## src/rtl/mult_leak_pkg.sv

```systemverilog
// Shared definitions for the multiplier timing-leak monitor.
//   - state_e       : monitor FSM states
//   - DEF_*         : default operand width, counter width and trial timeout
//   - LAT_SENTINEL  : all-ones latency reported for a copy that never finished;
//                     users slice the low CNT_WIDTH bits (CNT_WIDTH <= 64)
package mult_leak_pkg;

  localparam int unsigned DEF_WIDTH     = 128;
  localparam int unsigned DEF_CNT_WIDTH = 16;
  localparam int unsigned DEF_TIMEOUT   = 1024;

  localparam logic [63:0] LAT_SENTINEL = '1;

  typedef enum logic [2:0] {
    IDLE,
    RUN,
    WAIT_ONE,
    WAIT_TWO,
    REPORT
  } state_e;

endpackage

```

## src/rtl/mult_leak_capture.sv

```systemverilog
// Per-copy capture slice: remembers whether this copy's done has been seen in
// the current trial, and the cycle count and product sampled at that moment.
// Ports:
//   clk, rst     : clock, synchronous active-high reset (clears capture bit)
//   clear_i      : trial start, drops any previous capture
//   enable_i     : high while a trial is counting (RUN / WAIT states)
//   done_i       : done level from the monitored multiplier copy
//   cnt_i        : current trial cycle count
//   product_i    : product from the monitored copy
//   vld_o        : captured, including a capture happening this cycle
//   latency_o    : captured latency (this cycle's count on a fresh capture)
//   product_o    : captured product (this cycle's product on a fresh capture)
module mult_leak_capture
  import mult_leak_pkg::*;
#(
  parameter int unsigned WIDTH     = DEF_WIDTH,
  parameter int unsigned CNT_WIDTH = DEF_CNT_WIDTH
) (
  input  logic                   clk,
  input  logic                   rst,
  input  logic                   clear_i,
  input  logic                   enable_i,
  input  logic                   done_i,
  input  logic [CNT_WIDTH-1:0]   cnt_i,
  input  logic [2*WIDTH-1:0]     product_i,
  output logic                   vld_o,
  output logic [CNT_WIDTH-1:0]   latency_o,
  output logic [2*WIDTH-1:0]     product_o
);

  logic                 vld_q, vld_d;
  logic                 hit;
  logic [CNT_WIDTH-1:0] latency_q;
  logic [2*WIDTH-1:0]   product_q;

  // Only the first sampled done of a trial counts; a done held high afterwards
  // is masked by the capture bit.
  assign hit   = enable_i & done_i & ~vld_q;
  assign vld_d = clear_i ? 1'b0 : (vld_q | hit);

  // Effective values let the parent decide transitions and build the report
  // in the same cycle the last done arrives.
  assign vld_o     = vld_q | hit;
  assign latency_o = hit ? cnt_i : latency_q;
  assign product_o = hit ? product_i : product_q;

  always_ff @(posedge clk) begin
    if (rst) begin
      vld_q <= 1'b0;
    end else begin
      vld_q <= vld_d;
    end
  end

  // Data registers are only read while the capture bit is set.
  always_ff @(posedge clk) begin
    if (hit) begin
      latency_q <= cnt_i;
      product_q <= product_i;
    end
  end

endmodule

```

## src/rtl/mult_leak_monitor.sv

```systemverilog
// Timing side-channel monitor for two identical multiplier copies driven by
// the same start strobe. Each trial counts cycles from the start edge and
// records when each copy's done first rises; differing latencies, differing
// products and timeouts raise sticky flags.
// Ports:
//   clk, rst                       : clock, synchronous active-high reset
//   start                          : trial start strobe (ignored unless idle)
//   productDoneOne/Two             : done levels of copy one / two
//   productOne/Two                 : products of copy one / two
//   busy                           : trial in progress (any non-idle state)
//   reportValid                    : one-cycle pulse, report outputs updated
//   latencyOne/Two                 : latencies of the last reported trial
//   timingLeak, productMismatch,
//   timeout                        : sticky anomaly flags
//   trialCount                     : completed trials, saturating
//   maxDelta                       : largest latency difference observed
module mult_leak_monitor
  import mult_leak_pkg::*;
#(
  parameter int unsigned WIDTH     = DEF_WIDTH,
  parameter int unsigned CNT_WIDTH = DEF_CNT_WIDTH,
  parameter int unsigned TIMEOUT   = DEF_TIMEOUT
) (
  input  logic                 clk,
  input  logic                 rst,
  input  logic                 start,
  input  logic                 productDoneOne,
  input  logic                 productDoneTwo,
  input  logic [2*WIDTH-1:0]   productOne,
  input  logic [2*WIDTH-1:0]   productTwo,
  output logic                 busy,
  output logic                 reportValid,
  output logic [CNT_WIDTH-1:0] latencyOne,
  output logic [CNT_WIDTH-1:0] latencyTwo,
  output logic                 timingLeak,
  output logic                 productMismatch,
  output logic                 timeout,
  output logic [CNT_WIDTH-1:0] trialCount,
  output logic [CNT_WIDTH-1:0] maxDelta
);

  localparam logic [CNT_WIDTH-1:0] LAT_NONE  = LAT_SENTINEL[CNT_WIDTH-1:0];
  localparam logic [CNT_WIDTH-1:0] TIMEOUT_C = CNT_WIDTH'(TIMEOUT);

  function automatic logic [CNT_WIDTH-1:0] sat_inc(input logic [CNT_WIDTH-1:0] v);
    return (&v) ? v : v + CNT_WIDTH'(1);
  endfunction

  function automatic logic [CNT_WIDTH-1:0] abs_diff(input logic [CNT_WIDTH-1:0] a,
                                                    input logic [CNT_WIDTH-1:0] b);
    return (a > b) ? a - b : b - a;
  endfunction

  state_e               state_q, state_d;
  logic [CNT_WIDTH-1:0] cnt_q, cnt_d;
  logic                 clear, active, rpt_entry;

  logic                 vld_one, vld_two, both;
  logic [CNT_WIDTH-1:0] lat_one, lat_two;
  logic [2*WIDTH-1:0]   prod_one, prod_two;

  logic                 rv_q;
  logic [CNT_WIDTH-1:0] lat_one_q, lat_two_q, trial_q, max_delta_q;
  logic                 leak_q, mism_q, tmo_q;

  logic [CNT_WIDTH-1:0] delta;
  logic                 leak_hit;

  assign active = (state_q == RUN) || (state_q == WAIT_ONE) || (state_q == WAIT_TWO);

  mult_leak_capture #(.WIDTH(WIDTH), .CNT_WIDTH(CNT_WIDTH)) u_cap_one (
    .clk       (clk),
    .rst       (rst),
    .clear_i   (clear),
    .enable_i  (active),
    .done_i    (productDoneOne),
    .cnt_i     (cnt_q),
    .product_i (productOne),
    .vld_o     (vld_one),
    .latency_o (lat_one),
    .product_o (prod_one)
  );

  mult_leak_capture #(.WIDTH(WIDTH), .CNT_WIDTH(CNT_WIDTH)) u_cap_two (
    .clk       (clk),
    .rst       (rst),
    .clear_i   (clear),
    .enable_i  (active),
    .done_i    (productDoneTwo),
    .cnt_i     (cnt_q),
    .product_i (productTwo),
    .vld_o     (vld_two),
    .latency_o (lat_two),
    .product_o (prod_two)
  );

  assign both = vld_one & vld_two;

  // The timeout fires when the count is about to reach TIMEOUT, so REPORT is
  // entered with the counter equal to TIMEOUT; the largest capturable
  // latency is therefore TIMEOUT-1.
  always_comb begin
    state_d   = state_q;
    cnt_d     = cnt_q;
    clear     = 1'b0;
    rpt_entry = 1'b0;
    unique case (state_q)
      IDLE: begin
        if (start) begin
          state_d = RUN;
          cnt_d   = CNT_WIDTH'(1);
          clear   = 1'b1;
        end
      end
      RUN, WAIT_ONE, WAIT_TWO: begin
        cnt_d = cnt_q + CNT_WIDTH'(1);
        if (both) begin
          state_d = REPORT;
        end else if (cnt_d == TIMEOUT_C) begin
          state_d = REPORT;
        end else if (vld_two) begin
          state_d = WAIT_ONE;
        end else if (vld_one) begin
          state_d = WAIT_TWO;
        end else begin
          state_d = RUN;
        end
        rpt_entry = (state_d == REPORT);
      end
      REPORT: begin
        state_d = IDLE;
      end
      default: begin
        state_d = IDLE;
      end
    endcase
  end

  // A single captured copy is always a leak; with neither captured both
  // latencies read the sentinel and only the timeout is flagged.
  assign delta    = abs_diff(lat_one, lat_two);
  assign leak_hit = (vld_one ^ vld_two) | (both & (lat_one != lat_two));

  always_ff @(posedge clk) begin
    if (rst) begin
      state_q <= IDLE;
      cnt_q   <= '0;
    end else begin
      state_q <= state_d;
      cnt_q   <= cnt_d;
    end
  end

  // Report registers load on the edge into REPORT so they are valid
  // together with reportValid, and hold until the next report.
  always_ff @(posedge clk) begin
    if (rst) begin
      rv_q        <= 1'b0;
      lat_one_q   <= '0;
      lat_two_q   <= '0;
      leak_q      <= 1'b0;
      mism_q      <= 1'b0;
      tmo_q       <= 1'b0;
      trial_q     <= '0;
      max_delta_q <= '0;
    end else begin
      rv_q <= rpt_entry;
      if (rpt_entry) begin
        lat_one_q <= vld_one ? lat_one : LAT_NONE;
        lat_two_q <= vld_two ? lat_two : LAT_NONE;
        trial_q   <= sat_inc(trial_q);
        if (leak_hit) begin
          leak_q <= 1'b1;
        end
        if (!both) begin
          tmo_q <= 1'b1;
        end
        if (both && (prod_one != prod_two)) begin
          mism_q <= 1'b1;
        end
        if (both && (delta > max_delta_q)) begin
          max_delta_q <= delta;
        end
      end
    end
  end

  assign busy            = (state_q != IDLE);
  assign reportValid     = rv_q;
  assign latencyOne      = lat_one_q;
  assign latencyTwo      = lat_two_q;
  assign timingLeak      = leak_q;
  assign productMismatch = mism_q;
  assign timeout         = tmo_q;
  assign trialCount      = trial_q;
  assign maxDelta        = max_delta_q;

endmodule

```

## config.mk

```make
export PLATFORM = sky130hd
export DESIGN_NAME = mult_leak_monitor
export DESIGN_NICKNAME = d
export VERILOG_FILES = /design/src/rtl/mult_leak_pkg.sv /design/src/rtl/mult_leak_capture.sv /design/src/rtl/mult_leak_monitor.sv
export SDC_FILE = /design/constraint.sdc
export NUM_CORES = 1
export LEC_CHECK = 0
export ABC_AREA = 1
export BUFFER_PORTS_ARGS = -buffer_cell sky130_fd_sc_hd__buf_4
export CAP_MARGIN = 20
export CORE_ASPECT_RATIO = 2
export CORE_MARGIN = 1
export CORE_UTILIZATION = 36
export DETAILED_ROUTE_END_ITERATION = 12
export MAX_ROUTING_LAYER = met4
export PLACE_DENSITY = 0.59
export SYNTH_ARGS = -nofsm -noshare
export SYNTH_HDL_FRONTEND = slang
export SYNTH_HIERARCHICAL = 1
export SYNTH_SLANG_ARGS = --single-unit
```

## constraint.sdc

```tcl
create_clock -name clk -period 5.78 [get_ports clk]
set_input_delay 0.289 -clock clk [delete_from_list [all_inputs] [get_ports clk]]
set_output_delay 0.289 -clock clk [all_outputs]
set_load 0.02 [all_outputs]
```

==> results of run 1 <==
timing repair:
action,CTS,global route
hold endpoints to repair,495,0
buffers inserted,0,0
hold buffers,498,0
cell families (layout without fill, tap and decap cells):
group	Yosys count	count (layout)	share of synthesized area
and+or+nand+nor	2271	2271	0.359
AOI/OAI and AO/OA	187	187	0.0341
adders and majority gates	53	53	0.0234
DFF	633	633	0.438
other	0	26	0
xor gates and xnor gates	267	267	0.0808
buffers and inverters	446	1399	0.0650
cell usage after synthesis:
cell type / instances
nor2_4: 4
a211o_1: 1
buf_4: 3
dfxtp_1: 633
buf_6: 7
and3_1: 1
nand3_1: 40
nand4_1: 618
a21oi_1: 90
nand2_1: 1352
nor3_1: 45
nand2_2: 2
clkinv_1: 2
inv_1: 173
buf_2: 115
nand3_4: 1
nand3_2: 1
a21oi_4: 1
o21bai_1: 5
ha_1: 51
a31oi_1: 1
nand2_4: 3
a22oi_1: 1
a21oi_2: 1
xnor2_1: 202
or2_2: 10
fa_1: 2
nor2_2: 1
o21ai_1: 8
nor4_1: 2
and2_1: 1
o21ai_0: 73
nor3_2: 12
buf_1: 53
nor2_1: 175
clkbuf_1: 93
nand3b_1: 3
xor2_1: 65
o21a_1: 3
a21o_1: 3
report_power, final:
group	leakage [nW]	total, mW	switching, mW	internal (mW)
registers	5.28	6.26	0.385	5.87
clock network	0.938	3.99	1.79	2.20
logic	12.8	6.20	3.67	2.53
total	19.0	16.4	5.85	10.6
critical path, delay by kind of cell, from the launching register on:
family                     cells  cell delay (ns)
DFF                            1             0.34
AOI/OAI and AO/OA              8             1.45
adders and majority gates      3             0.93
buffers and inverters          8             1.42
and+or+nand+nor               10             0.96
cell type report:
class | count | area (um2)
Fill cell | 7466 | 38500
Antenna cell | 26 | 65.1
Timing Repair Buffer | 1121 | 9710
Inverter | 175 | 672
Clock buffer | 83 | 1720
Clock inverter | 20 | 216
Tap cell | 1036 | 1300
Sequential cell | 633 | 12700
Multi-Input combinational cell | 2778 | 14400
flip-flops by register name, summed over array words and instances (netlist names):
| register | cells |
|---|---|
| cnt_q | 16 |
| latencyOne | 16 |
| latencyTwo | 16 |
| maxDelta | 16 |
| productMismatch | 1 |
| reportValid | 1 |
| state_q | 3 |
| timeout | 1 |
| timingLeak | 1 |
| trialCount | 16 |
| u_cap_one/latency_q | 16 |
| u_cap_one/product_q | 256 |
| u_cap_one/vld_q | 1 |
| u_cap_two/latency_q | 16 |
| u_cap_two/product_q | 256 |
| u_cap_two/vld_q | 1 |
metal layers:
metal | up-vias | GRT usage
met3 | 283 | 0.0423
met5 | - | -
li1 | 14719 | -
met1 | 13887 | 0.292
met2 | 1072 | 0.453
met4 | 0 | 0.127
path summary, 6_finish.rpt:
path                                                         end  cells past startpoint
worst min-delay path            u_cap_one/product_q[158]$_DFF_P_                      3
worst min register to register  u_cap_two/product_q[158]$_DFF_P_                      2
worst max register to register          maxDelta[1]$_SDFFE_PP0P_                     29
worst max-delay path                    maxDelta[1]$_SDFFE_PP0P_                     29
==> results_dict.tcl, run 1 <==
set metrics [dict create \
    clk_latency_ns 0.64 \
    avgSynthCellArea_um2 7.50 \
    netlist_area_mm2 0.0289 \
    gp_congestion 0.982 \
    wl_per_cell_um 18.4 \
    area_growth_syn_to_layout_pct 40.9 \
    drv_cap 0 \
    placed_area_mm2 0.0338 \
    final_common_cell "nand2_1" \
    setup_viol 0 \
    power_leakage_nw 19.0 \
    synth_area_leaders "dfxtp_1 (44%), nand2_1 (18%), nand4_1 (13%), xnor2_1 (6.1%), nor2_1 (2.3%)" \
    tightest_slew_ns 1.40 \
    grt_setup_unrepaired "no" \
    fmax_mhz 192 \
    ir_drop_mv 0.256 \
    dp.final_hpwl_um 70500 \
    core_area_mm2 0.0793 \
    crit_arrival_ns 5.78 \
    status "finished clean" \
    path_class "reg -> reg" \
    viasPerCell 5.10 \
    finalMaxSlewViolations 0 \
    power_density_mw_per_mm2 403 \
    htreeDepth 2 \
    crit_start "state_q[0]$_SDFFE_PP0P_" \
    die_h_um 403 \
    drtIter0Drc 2087 \
    cts_buffer_depth 3 \
    drcViolationCount 0 \
    timing.rr.start "state_q[0]$_SDFFE_PP0P_" \
    critPathCaptureType "flop" \
    grt_start_max_net_pins 193 \
    synth-seq-area-share 0.438 \
    relSlewSlack 0.0649 \
    synth_cell_type_count 40 \
    ys_warn_count 6 \
    top_layer "met4" \
    via_count 29961 \
    grt_pass1_vias 29757 \
    hold_start "productOne[158]" \
    ys_ff_latch 633 \
    routed_wl_um 108000 \
    finalCritPeriodShare 0.903 \
    syn_inst 3857 \
    drive_gt1_frac 0.157 \
    cts_tree "built" \
    overflow 0 \
    die-area_mm2 0.0816 \
    hp-class "in -> reg" \
    numCtsBuffers 59 \
    totalPowerFinal_mw 16.4 \
    critPathMaxStageDelay_ns 0.45 \
    cp_common_cell "nand2_1" \
    cp_max_fo 59 \
    skew_ns 0.0209 \
    port_buffers 585 \
    wl_met2_um 53900 \
    crit_required_ns 6.34 \
    post-route-min-period_ns 5.22 \
    wl_met1_um 42700 \
    synth_top_area_frac 0.438 \
    start_kind "flop" \
    ios 586 \
    timing.final.ws_setup_ns 0.559 \
    die_w_um 202 \
    final_cell_mix "nand2_1 (1352), dfxtp_1 (633), nand4_1 (618), buf_4 (618), dlygate4sd3_1 (498)" \
    cts_root_buf "clkbuf_16" \
    syn_nets 4427 \
    ant_nets 0 \
    ff2ff_setup_slack_ns 0.56 \
    hold_violations 0 \
    fp-row-count 146 \
    antenna_found_initial 26 \
    hold_ws_ns 0.0367 \
    wl_met3_um 6210 \
    synth_area_leader_cell "dfxtp_1" \
    num-nets-final 5338 \
    dr.pass1.iters 5 \
    start_util 0.365 \
    grtUsageTotal 0.262 \
    dp.cells 5245 \
    postLayoutCellArea_mm2 0.0408 \
    tns_ns 0 \
    crit_slowest_cell "fa_1" \
    pre_cts_slack_ns 0.579 \
    grt_pass1_wl_um 166000 \
    final_util 0.514 \
    cts.sinks 633 \
    cts.reportedPaths.clkPinSlew_ns 0.07 \
    cts_resized 0 \
    final_cells 5872 \
]
No activity file was read; power rests on OpenSTA's default activity.
==> run 2, diff against run 1 <==
Settings changed: ABC_AREA 1 to 0, PLACE_DENSITY 0.59 to 0.6.
==> results_dict.tcl, run 2 <==
set metrics [dict create \
    status "finished clean" \
    antenna_found_initial 29 \
    final_cell_mix "buf_4 (692), dfxtp_1 (633), dlygate4sd3_1 (514)" \
    ys_warn_count 6 \
    tns_ns 0 \
    synth_async_sr_flop_share 0 \
    cp_common_cell "buf_4" \
    start_util 0.364 \
    synth_most_common_cell "dfxtp_1" \
    start_kind "flop" \
    synth_area_leader_cell "dfxtp_1" \
    synthTopCellsByCount "dfxtp_1 (633), mux2_2 (390), mux2_4 (160)" \
    wl_met2_um 52000 \
    power_leakage_nw 17.5 \
    post-route-min-period_ns 5.63 \
    internal-power_mw 12.7 \
    ant_nets 0 \
    seqPwrFrac 0.360 \
    ios 586 \
    ir_drop_mv 0.280 \
    dp.cells 3787 \
    top_layer "met4" \
    wl_met1_um 35400 \
    hp-class "in -> reg" \
    combPwrFrac 0.420 \
    setup_viol 0 \
    num-nets-final 4008 \
    via_count 21801 \
    port_buffers 585 \
    synthFlopType "dfxtp_1" \
    tightest_slew_ns 1.14 \
    synth_top_area_frac 0.471 \
    viasPerCell 4.91 \
    crit_slowest_cell "a221o_2" \
    power_density_mw_per_mm2 470 \
    swShare 0.326 \
    switchingPower_mw 6.13 \
    syn_inst 2275 \
    netlist_area_mm2 0.0269 \
    postLayoutCellArea_mm2 0.0401 \
    die_h_um 389 \
    htreeDepth 2 \
    cp_max_fo 8 \
    core_area_mm2 0.0739 \
    final_common_cell "buf_4" \
    cts.sinks 633 \
    dp.final_hpwl_um 70800 \
    skew_ns 0.0399 \
    finalMaxSlewViolations 0 \
    grt_start_max_net_pins 73 \
    synth-edff-count 0 \
    critPathCaptureType "flop" \
    synth-seq-area-share 0.471 \
    fmax_mhz 178 \
    hold_violations 0 \
    die_w_um 195 \
    n_fill_cell 6104 \
    die-area_mm2 0.0759 \
    grt_pass1_vias 23783 \
    grtUsageTotal 0.258 \
    drtIter0Drc 857 \
    cts_tree "built" \
    drcViolationCount 0 \
    avgSynthCellArea_um2 11.8 \
    clk_latency_ns 0.65 \
    top_regs "u_cap_one/product_q: 256 flops, u_cap_two/product_q: 256 flops" \
    cts_root_buf "clkbuf_16" \
    synth_cell_type_count 71 \
    ys_ff_latch 633 \
    drive_gt1_frac 0.396 \
    dr.pass1.iters 5 \
    cts_buffer_depth 3 \
    finalCritPeriodShare 0.974 \
    critPathMaxStageDelay_ns 0.48 \
    final_cells 4442 \
    clockPowerShare 0.221 \
    grt_pass1_wl_um 144000 \
    drv_cap 0 \
    numCtsBuffers 58 \
    placed_area_mm2 0.0326 \
    overflow 0 \
    crit_required_ns 6.33 \
    relSlewSlack 0.241 \
    fp-row-count 141 \
    routed_wl_um 97600 \
    synth_area_leaders "dfxtp_1 (47%), mux2_2 (16%), mux2_4 (8.9%), xnor2_1 (4.3%), xor2_1 (4.1%)" \
    wl_met3_um 5170 \
    area_growth_syn_to_layout_pct 48.9 \
    cts.reportedPaths.clkPinSlew_ns 0.07 \
    syn_nets 2845 \
    wl_per_cell_um 22.0 \
    gp_congestion 0.937 \
    path_class "reg -> reg" \
    crit_arrival_ns 6.19 \
]
==> run 2: cell families after synthesis <==
kind of cell | count (synthesis) | share of synthesized area
AO/OA/AOI/OAI | 223 | 0.0590
XOR/XNOR | 257 | 0.0837
adder cells (fa/ha/maj) | 53 | 0.0252
buffers and inverters | 198 | 0.0362
flip-flops | 633 | 0.471
multiplexers | 561 | 0.257
AND/OR/NAND/NOR | 350 | 0.0680
==> run 2: cell type report <==
cell class                      count  area [um2]  area share
Tap cell                          929        1160      0.0290
Sequential cell                   633       12700       0.316
Antenna cell                       32        80.1     0.00200
Clock buffer                       79        1650      0.0412
Clock inverter                     24         374     0.00934
Inverter                           90         340     0.00850
Multi-Input combinational cell   1444       13400       0.333
Timing Repair Buffer             1211       10400       0.260
==> run 2: power by group through the flow <==
stage	logic, mW	registers (mW)	clock network (mW)
after floorplan	5.21	6.64	0
after global placement	7.30	6.71	0
after detailed placement	7.42	6.82	0
after CTS	7.82	6.73	4.25
after global routing	8.49	6.92	4.41
final	7.90	6.77	4.16
==> run 2: critical path: cells and delay by family, from the launching register on <==
kind	cells	cell delay, ns
compound gates	6	1.12
flops	1	0.34
mux	2	0.46
buf+inv	6	0.78
xor+xnor	1	0.16
simple gates	9	2.02
fa+ha+maj	2	0.63
==> run 2: worst paths after layout <==
path | start | end | slack (ns) | cells after the start
max | state_q[1]$_SDFFE_PP0P_ | maxDelta[9]$_SDFFE_PP0P_ | 0.15 | 26
min | productDoneTwo | u_cap_two/latency_q[15]$_DFF_P_ | 0.08 | 3
max reg2reg | state_q[1]$_SDFFE_PP0P_ | maxDelta[9]$_SDFFE_PP0P_ | 0.15 | 26
min reg2reg | u_cap_one/product_q[231]$_DFF_P_ | u_cap_one/product_q[231]$_DFF_P_ | 0.47 | 1
==> run 2: stage by stage <==
stage / worst slack, ns / utilization / hold WS [ns] / power, mW
floorplan: 0.0279 / - / 0.365 / 11.9
global placement: -0.430 / 0.442 / 0.452 / 14.0
detailed placement: -0.453 / 0.442 / 0.458 / 14.2
CTS: 0.0190 / 0.539 / 0.0248 / 18.8
global route: -0.0523 / 0.542 / 0.0510 / 19.8
finish: 0.149 / 0.542 / 0.0813 / 18.8
==> run 2: repair_timing <==
action,in CTS,in global routing
hold buffers,514,0
setup endpoints to repair,17,16
pin swaps,2,11
buffers inserted,3,3
hold endpoints to repair,515,0
resized for setup,6,20
==> run 2: metal layers <==
| layer | vias up | GRT usage |
|---|---|---|
| li1 | 10375 | - |
| met1 | 10472 | 0.254 |
| met2 | 737 | 0.478 |
| met3 | 217 | 0.0468 |
| met4 | 0 | 0.128 |
| met5 | - | - |
==> run 3, diff against run 2 <==
Settings changed: HOLD_SLACK_MARGIN set to 0.03, PLACE_DENSITY 0.6 to unset, PLACE_DENSITY_LB_ADDON set to 0.08.
==> results_dict.tcl, run 3 (synthesized netlist as in run 2, its figures left out) <==
set metrics [dict create \
    top_regs "u_cap_one/product_q: 256 flops, u_cap_two/product_q: 256 flops" \
    crit_slowest_cell "a221o_2" \
    final_common_cell "buf_4" \
    final_cell_mix "buf_4 (670), dfxtp_1 (633), dlygate4sd3_1 (513)" \
    cts.reportedPaths.clkPinSlew_ns 0.07 \
    numCtsBuffers 59 \
    cts.sinks 633 \
    antenna_found_initial 29 \
    totalPowerFinal_mw 18.3 \
    crit_required_ns 6.35 \
    hold_ws_ns 0.146 \
    finalMaxSlewViolations 0 \
    crit_arrival_ns 6.12 \
    seq_area_mm2 0.0127 \
    port_buffers 585 \
    routed_wl_um 95700 \
    core_area_mm2 0.0739 \
    overflow 0 \
    grt_pass1_wl_um 141000 \
    finalCritPeriodShare 0.960 \
    reg2reg_to "maxDelta[4]$_SDFFE_PP0P_" \
    fp-row-count 141 \
    dp.final_hpwl_um 71500 \
    ant_nets 0 \
    hold_violations 0 \
    post-route-min-period_ns 5.55 \
    drive_gt1_frac 0.389 \
    ios 586 \
    seqPwrFrac 0.367 \
    swShare 0.320 \
    clk_latency_ns 0.64 \
    postLayoutCellArea_mm2 0.0398 \
    combPwrFrac 0.411 \
    start_kind "flop" \
    num-nets-final 3985 \
    power_leakage_nw 17.3 \
    start_util 0.364 \
    drcViolationCount 0 \
    internal-power_mw 12.5 \
    power_density_mw_per_mm2 461 \
    gp_congestion 0.927 \
    clockPowerShare 0.222 \
    fmax_mhz 180 \
    hp-class "in -> reg" \
    dr.pass1.iters 5 \
    critPathMaxStageDelay_ns 0.44 \
    relSlewSlack 0.380 \
    ff2ff_setup_slack_ns 0.23 \
    pre_cts_slack_ns -0.0196 \
    critPathCaptureType "flop" \
    drtIter0Drc 689 \
    crit_end "maxDelta[4]$_SDFFE_PP0P_" \
    reg2reg_depth 26 \
    timing.final.ws_setup_ns 0.229 \
    status "finished clean" \
    skew_ns 0.0239 \
    die_h_um 389 \
    htreeDepth 2 \
    final_cells 4421 \
    switchingPower_mw 5.85 \
    n_fill_cell 6478 \
    path_class "reg -> reg" \
    cts_buffer_depth 3 \
    grt_start_max_net_pins 67 \
    setup_viol 0 \
    dp.cells 3759 \
    cp_max_fo 15 \
    wl_per_cell_um 21.7 \
    die-area_mm2 0.0759 \
    tns_ns 0 \
    ir_drop_mv 0.247 \
    crit_start "state_q[0]$_SDFFE_PP0P_" \
    grtUsageTotal 0.254 \
    die_w_um 195 \
    via_count 21462 \
    viasPerCell 4.85 \
    cts_tree "built" \
    final_util 0.538 \
    cts_root_buf "clkbuf_16" \
    placed_area_mm2 0.0324 \
    drv_cap 0 \
    area_growth_syn_to_layout_pct 47.8 \
    grt_pass1_vias 23219 \
    timing.rr.start "state_q[0]$_SDFFE_PP0P_" \
    multi_input_area_mm2 0.0133 \
    tightest_slew_ns 0.930 \
]
## run 3: power by group through the flow
stage	logic (mW)	registers, mW	clock network, mW
floorplan	5.21	6.64	0
global placement	7.10	6.71	0
detailed placement	7.19	6.79	0
CTS	7.57	6.71	4.19
global route	8.16	6.89	4.34
finish	7.53	6.72	4.06
## run 3: how the worst min path moves through the flow
stage                                       from                               to  depth (start not counted)  slack (ns)
floorplan                                    rst       u_cap_one/vld_q$_SDFF_PP0_                          1        0.36
global placement    productMismatch$_SDFFE_PP0P_     productMismatch$_SDFFE_PP0P_                          2        0.44
detailed placement  productMismatch$_SDFFE_PP0P_     productMismatch$_SDFFE_PP0P_                          2        0.45
CTS                                          rst           cnt_q[13]$_SDFFE_PP0P_                          2         0.1
global route                      productDoneTwo  u_cap_two/latency_q[11]$_DFF_P_                          3        0.13
finish                                       rst           cnt_q[13]$_SDFFE_PP0P_                          2        0.15
## run 3: critical path, delay by kind of cell (launching register included)
kind                     cells  cell delay [ns]
XOR/XNOR                     1             0.15
multiplexers                 2             0.54
flip-flops                   1             0.33
AO/OA/AOI/OAI                6             1.33
buffers and inverters        6             0.89
AND/OR/NAND/NOR              9             1.63
adder cells (fa/ha/maj)      2             0.61
## run 3: layer usage
metal | GRT usage | vias to the layer above | part of all wire
met5 | - | - | 0
met4 | 0.116 | 0 | 0.046
met3 | 0.0418 | 204 | 0.049
met2 | 0.469 | 704 | 0.53
met1 | 0.258 | 10216 | 0.38
li1 | - | 10338 | -
## run 3: cell type report
class	instances	area share
multi-input cells	1444	0.335
flip-flops and latches	633	0.319
repair buffers	1187	0.257
clock buffers	85	0.0434
well taps	929	0.0292
inverters	90	0.00850
clock inverters	23	0.00642
diodes	30	0.00189
## run 3: repair_timing
item	4_1_cts	5_1_grt
gates cloned	0	0
hold endpoints to repair	516	0
gates resized for setup	0	9
pin swaps	1	5
setup buffers	5	6
endpoints found under the setup margin	2	16
hold buffers	513	0
